--- config.mk ---
export PLATFORM = sky130hd
export DESIGN_NAME = crc8_frame_ctrl
export DESIGN_NICKNAME = d
export VERILOG_FILES = /design/src/rtl/crc8_frame_ctrl.sv
export SDC_FILE = /design/constraint.sdc
export NUM_CORES = 1
export LEC_CHECK = 0
export BUFFER_PORTS_ARGS = -buffer_cell sky130_fd_sc_hd__buf_2
export CORE_MARGIN = 5
export CORE_UTILIZATION = 50
export DETAILED_ROUTE_END_ITERATION = 6
export GPL_ROUTABILITY_DRIVEN = 0
export PLACE_DENSITY = 0.89
export SKIP_LAST_GASP = 1
export SLEW_MARGIN = 20
export SYNTH_ARGS = -nofsm -noshare
export SYNTH_HDL_FRONTEND = slang
export SYNTH_SLANG_ARGS = --single-unit
--- constraint.sdc ---
create_clock -name clk_sys -period 4.7 [get_ports clk_sys]
set_input_delay 0.94 -clock clk_sys [delete_from_list [all_inputs] [get_ports clk_sys]]
set_output_delay 0.94 -clock clk_sys [all_outputs]
set_load 0.01 [all_outputs]
--- src/rtl/crc8_frame_ctrl.sv ---
// crc8_frame_ctrl: frames an upstream byte stream, appending one CRC8 byte from an external engine
module crc8_frame_ctrl #(
  parameter int MAX_LEN = 256
) (
  input  logic        clk_sys,
  input  logic        rst_sys,
  input  logic [7:0]  s_data,
  input  logic        s_vld,
  input  logic        s_sop,
  input  logic        s_eop,
  output logic        s_rdy,
  output logic [7:0]  m_data,
  output logic        m_vld,
  output logic        m_sop,
  output logic        m_eop,
  input  logic        m_rdy,
  output logic [7:0]  crc_din,
  output logic        crc_sop,
  output logic        crc_din_vld,
  output logic        crc_cap,
  input  logic [7:0]  crc_dout,
  output logic        busy,
  output logic        frm_done,
  output logic        len_err,
  output logic        drop,
  output logic [15:0] frm_len
);
  typedef enum logic [1:0] {IDLE, INIT, DATA, CRC} state_t;
  state_t state, state_nx;
  logic [15:0] cnt;
  logic last;
  assign busy = state != IDLE;
  assign last = s_eop | (cnt == 16'(MAX_LEN - 1));
  always_ff @(posedge clk_sys or negedge rst_sys) begin
    if (!rst_sys) begin
      state   <= IDLE;
      cnt     <= '0;
      frm_len <= '0;
    end else begin
      state <= state_nx;
      if (state == INIT) cnt <= '0;
      else if (state == DATA && s_vld && m_rdy) cnt <= cnt + 16'd1;
      if (state == CRC && m_rdy) frm_len <= cnt;
    end
  end
  // IDLE outputs depend on live inputs, so they are gated by reset to stay 0 while it is held
  always_comb begin
    state_nx    = state;
    s_rdy       = 1'b0;
    m_data      = '0;
    m_vld       = 1'b0;
    m_sop       = 1'b0;
    m_eop       = 1'b0;
    crc_din     = '0;
    crc_sop     = 1'b0;
    crc_din_vld = 1'b0;
    crc_cap     = 1'b0;
    frm_done    = 1'b0;
    len_err     = 1'b0;
    drop        = 1'b0;
    case (state)
      IDLE: begin
        s_rdy    = rst_sys & ~s_sop;
        drop     = rst_sys & s_vld & ~s_sop;
        state_nx = (s_vld && s_sop) ? INIT : IDLE;
      end
      INIT: begin
        crc_sop  = 1'b1;
        state_nx = DATA;
      end
      DATA: begin
        s_rdy       = m_rdy;
        m_data      = s_data;
        m_vld       = s_vld;
        m_sop       = cnt == 16'd0;
        crc_din     = s_data;
        crc_din_vld = s_vld & m_rdy;
        if (s_vld && m_rdy && last) begin
          crc_cap  = 1'b1;
          len_err  = ~s_eop;
          state_nx = CRC;
        end
      end
      CRC: begin
        m_vld    = 1'b1;
        m_data   = crc_dout;
        m_eop    = 1'b1;
        frm_done = m_rdy;
        state_nx = m_rdy ? IDLE : CRC;
      end
      default: state_nx = IDLE;
    endcase
  end
endmodule

# [Word-level counts from Yosys, hierarchy flattened]
# Index checks and enable logic that the tools add are counted.
[word_totals] regBits=34 output_inout_bits=43 wordCells=46
[classes] addsub=1 n_eq_ne=5 muxes=20 bitwise=7 n_reduce_logical=10
[ops] op="$mux 16" count=2
[ops] op="$add 16x1->16 const B" count=1
[ops] op="$eq 16x8->1 const B" count=1
[ops] op="$logic_not 16->1" count=1
[ops] op="$pmux 8 s2" count=1
[ops] op="$mux 1" count=11
[ops] op="$mux 8" count=1
[ops] op="$pmux 2 s4" count=1
[ops] op="$logic_and 1x1->1" count=6
[ops] op="$and 1x1->1" count=4
[ops] op="$eq 2x2->1 const B" count=2
[ops] op="$mux 2" count=2
[ops] op="$pmux 1 s2" count=2
[ops] op="$reduce_bool 2->1" count=2
[ops] op="$eq 2x1->1 const B" count=1
[ops] op="$logic_not 2->1" count=1
[ops] op="$ne 2x1->1 const B" count=1
[ops] op="$not 1->1" count=2
[ops] op="$or 1x1->1" count=1

# [Longest topological paths before layout]
[depth] word_depth=5 mapped_depth=6

# [Worst setup path after synthesis]
# No wires, ideal clock.
[synth_path] path_type="input -> output" startpoint="input port s_vld" endpoint="output port len_err" arrival_ns=1.524 t_required_ns=3.760 setup_slack_ns=2.236 path_stages=3 n_path_buf=1 cell_sequence="nand4b_4 buf_2 nor3_1"
[synth_via] elab_chain_len=4
[synth_rtl] element="start, declared" line_no="8" rtl="input logic s_vld,"
[synth_rtl] element="$logic_and 1x1->1 (2 in series)" line_no="78" rtl="if (s_vld && m_rdy && last) begin"
[synth_rtl] element="$mux 1" line_no="78"
[synth_rtl] element="$mux 1" line_no="61" rtl="case (state)"
[synth_rtl] element="end, declared" line_no="24" rtl="output logic len_err,"
# No other way between the ends.

# [Worst setup path after layout]
[layout_path] startpoint="register state[1]" endpoint="output port m_sop"
[layout_via] elab_chain_len=2
[layout_rtl] element="start, declared" line_no="29" rtl="state_t state, state_nx;"
[layout_rtl] element="start signal, assigned" line_no="40" rtl="state <= state_nx;"
[layout_rtl] element="$eq 2x2->1" line_no="61"
[layout_rtl] element="$mux 1" line_no="61"
[layout_rtl] element="end, declared" line_no="14" rtl="output logic m_sop,"
# No other way between the ends.

==> flow_metrics.py <==
metrics = {
    "sta": {
        "finalSetupTns_ns": 0,
        "slew_headroom_pct": 66.2,
        "fin_skew_ns": 0.00393,
        "hold_violations": 0,
        "grt_setup_unrepaired": "false",
        "period_share_pct": 61.6,
        "maxSlewViolCount": 0,
        "hold_slack_ns": 0.506,
        "setup_violations": 0,
        "timing.fmax_ghz": 0.345,
        "tightest_slew_ns": 0.507,
        "fin_crit_ns": 2.90,
    },
    "drt": {
        "drc": 0,
        "ant_nets": 0,
        "vias": 1549,
        "wire_per_inst_um": 16.1,
        "wl_um": 4390,
        "drtIter0Drc": 73,
        "viasPerCell": 5.69,
        "first_pass_iters": 4,
    },
    "layout": {
        "fin_cells": 272,
        "diodes": 0,
        "drive_gt1_share_pct": 43.4,
        "syn2layout_area_growth_pct": 23.4,
        "num-nets-final": 249,
        "fillCellCount": 290,
    },
    "floorplan": {
        "die_w_um": 69.6,
        "rows": 21,
        "start_util_pct": 52.3,
        "die_h_um": 69.6,
        "core_mm2": 0.00339,
        "ios": 65,
        "dieArea_mm2": 0.00484,
    },
    "power_and_ir_drop": {
        "power_density_mw_per_mm2": 406,
        "ir_worst_vdd_uv": 228,
        "power.leakage_nw": 1.18,
    },
    "run": {
        "drv_cap": 0,
    },
    "synthesis": {
        "ys_ff_latch": 34,
        "ys_seq_area_share_pct": 48.0,
        "ys_warn_count": 0,
        "synth.distinct_cells": 42,
        "postSynthCellCount": 159,
        "synth.largest_area_cell": "dfrtp_1",
        "yosysTopAreaCellShare_pct": 48.0,
        "synth_edf_count": 0,
        "synth_most_common_cell": "dfrtp_1",
        "synthTopCellsByCount": "34 x dfrtp_1, 16 x mux2_2, 11 x nor2_1",
        "synth_nets": 183,
        "synth-async-reset-ratio_pct": 100,
        "synth.avg_cell_area_um2": 11.2,
        "yosys-top-cells-area": "dfrtp_1 48%, mux2_2 10%, a21o_1 3.4%",
        "mappedNetlistArea_mm2": 0.00177,
        "ys.flop_type": "dfrtp_1",
    },
    "status": {
        "status": "finished clean",
    },
    "clocking": {
        "cts_resized": 0,
        "cts.sinks": 34,
        "cts_tree": "yes",
        "root_buffer": "clkbuf_4",
        "cts_buffers": 5,
        "h-tree-depth": 2,
        "clkLatencyLatePin_ns": 0.33,
        "clkTransAtPathRegs_ns": 0.09,
        "cts_buffer_depth": 2,
        "postCtsSetupBuffers": 0,
        "hold_buffers": 0,
    },
    "critical_path": {
        "reg2reg_setup_slack_ns": 2.95,
        "worstPathArrival_ns": 1.96,
        "worst_setup_path_start_kind": "flip-flop",
        "endpoint_kind": "output port",
        "path_class": "flip-flop to output port",
        "required_ns": 3.76,
        "path_max_fanout": 9,
    },
    "placed_design": {
        "dp_hpwl_um": 3400,
        "dpl.cell_count": 264,
        "portBuffers": 64,
    },
    "hold_path": {
        "hold_path.class": "input port to asynchronous set/reset pin",
    },
    "grt": {
        "grt.overflow.total": 0,
        "grt_max_degree": 21,
        "first_global_vias": 1568,
        "grt_use_total_pct": 19.4,
        "antenna_found_initial": 0,
        "grt_pass1_wl_um": 7510,
    },
}
[stage by stage]
step	setup slack [ns]	util, %	total power, mW	cell area, um2
final	1.80	64.6	0.889	2190
after global routing	1.65	64.6	0.952	2190
after CTS	1.80	64.6	0.900	2190
after detailed placement	1.97	62.8	0.732	2130
after global placement	1.99	62.8	0.725	2130
after floorplan	2.24	-	0.587	1770
[cell families after synthesis]
| kind of cell | count (synthesis) | share of synthesized area, % |
|---|---|---|
| buf+inv | 15 | 3.81 |
| xor+xnor | 7 | 3.46 |
| flops | 34 | 48.0 |
| mux | 16 | 10.2 |
| simple gates | 58 | 20.9 |
| compound gates | 27 | 12.3 |
| fa+ha+maj | 2 | 1.41 |
[critical path, cell delays in order (launching register included)]
cell     delay (ns)
dfrtp_1        0.52
nor2b_1        0.48
nand4_1        0.16
nor4_1         0.26
buf_2          0.20
[sequential cells by signal (all words and copies together), names as in the netlist]
register and cells:
cnt 16, frm_len 16, state 2
[final cells by class]
cell class	instances	area (um2)	share of cell area (%)
timing repair buffer	66	335	15.3
tap	46	57.6	2.63
sequential	34	851	38.9
clock inverter	1	5.00	0.229
multi-input combinational	110	856	39.1
clock buffer	7	55.1	2.51
inverter	8	30.0	1.37
[power by group]
part,total (mW),internal (mW),switching [mW]
clock,0.165,0.0724,0.0922
sequential,0.373,0.328,0.0451
combinational,0.351,0.155,0.196
total,0.889,0.556,0.333
[placed cells by master (no fill, tap or decap), types with 3 or more instances in the layout]
cell type | synthesis | layout
and2_1 | 9 | 9
o41ai_1 | 5 | 5
a21o_1 | 8 | 8
dfrtp_1 | 34 | 34
nand2_1 | 5 | 5
inv_1 | 7 | 7
nor4_1 | 3 | 3
xnor2_1 | 4 | 4
nand3_1 | 5 | 5
nand4_1 | 4 | 4
buf_2 | 2 | 64
mux2_2 | 16 | 16
xor2_1 | 3 | 3
o311ai_1 | 5 | 5
nor2_1 | 11 | 11
nor3_1 | 5 | 5
clkbuf_4 | 0 | 5
[path summary, 6_finish.rpt]
path	startpoint	to	depth (start not counted)
max reg2reg	state[0]$_DFFE_PN0P_	cnt[9]$_DFFE_PN0P_	4
max	state[1]$_DFFE_PN0P_	m_sop	4
max in group asynchronous	rst_sys	cnt[14]$_DFFE_PN0P_	2
min in group clk_sys	frm_len[15]$_DFFE_PN0P_	frm_len[15]$_DFFE_PN0P_	1
min reg2reg	frm_len[15]$_DFFE_PN0P_	frm_len[15]$_DFFE_PN0P_	1
min	rst_sys	cnt[3]$_DFFE_PN0P_	1
[per-layer routing]
layer / part of all wire [%] / track usage, % / vias to the layer above
li1: - / - / 721
met1: 40 / 22.3 / 739
met2: 48 / 32.1 / 78
met3: 9.4 / 7.10 / 11
met4: 3.3 / 9.11 / 0
met5: 0 / 0 / -
(Power assumes the default switching activity.)
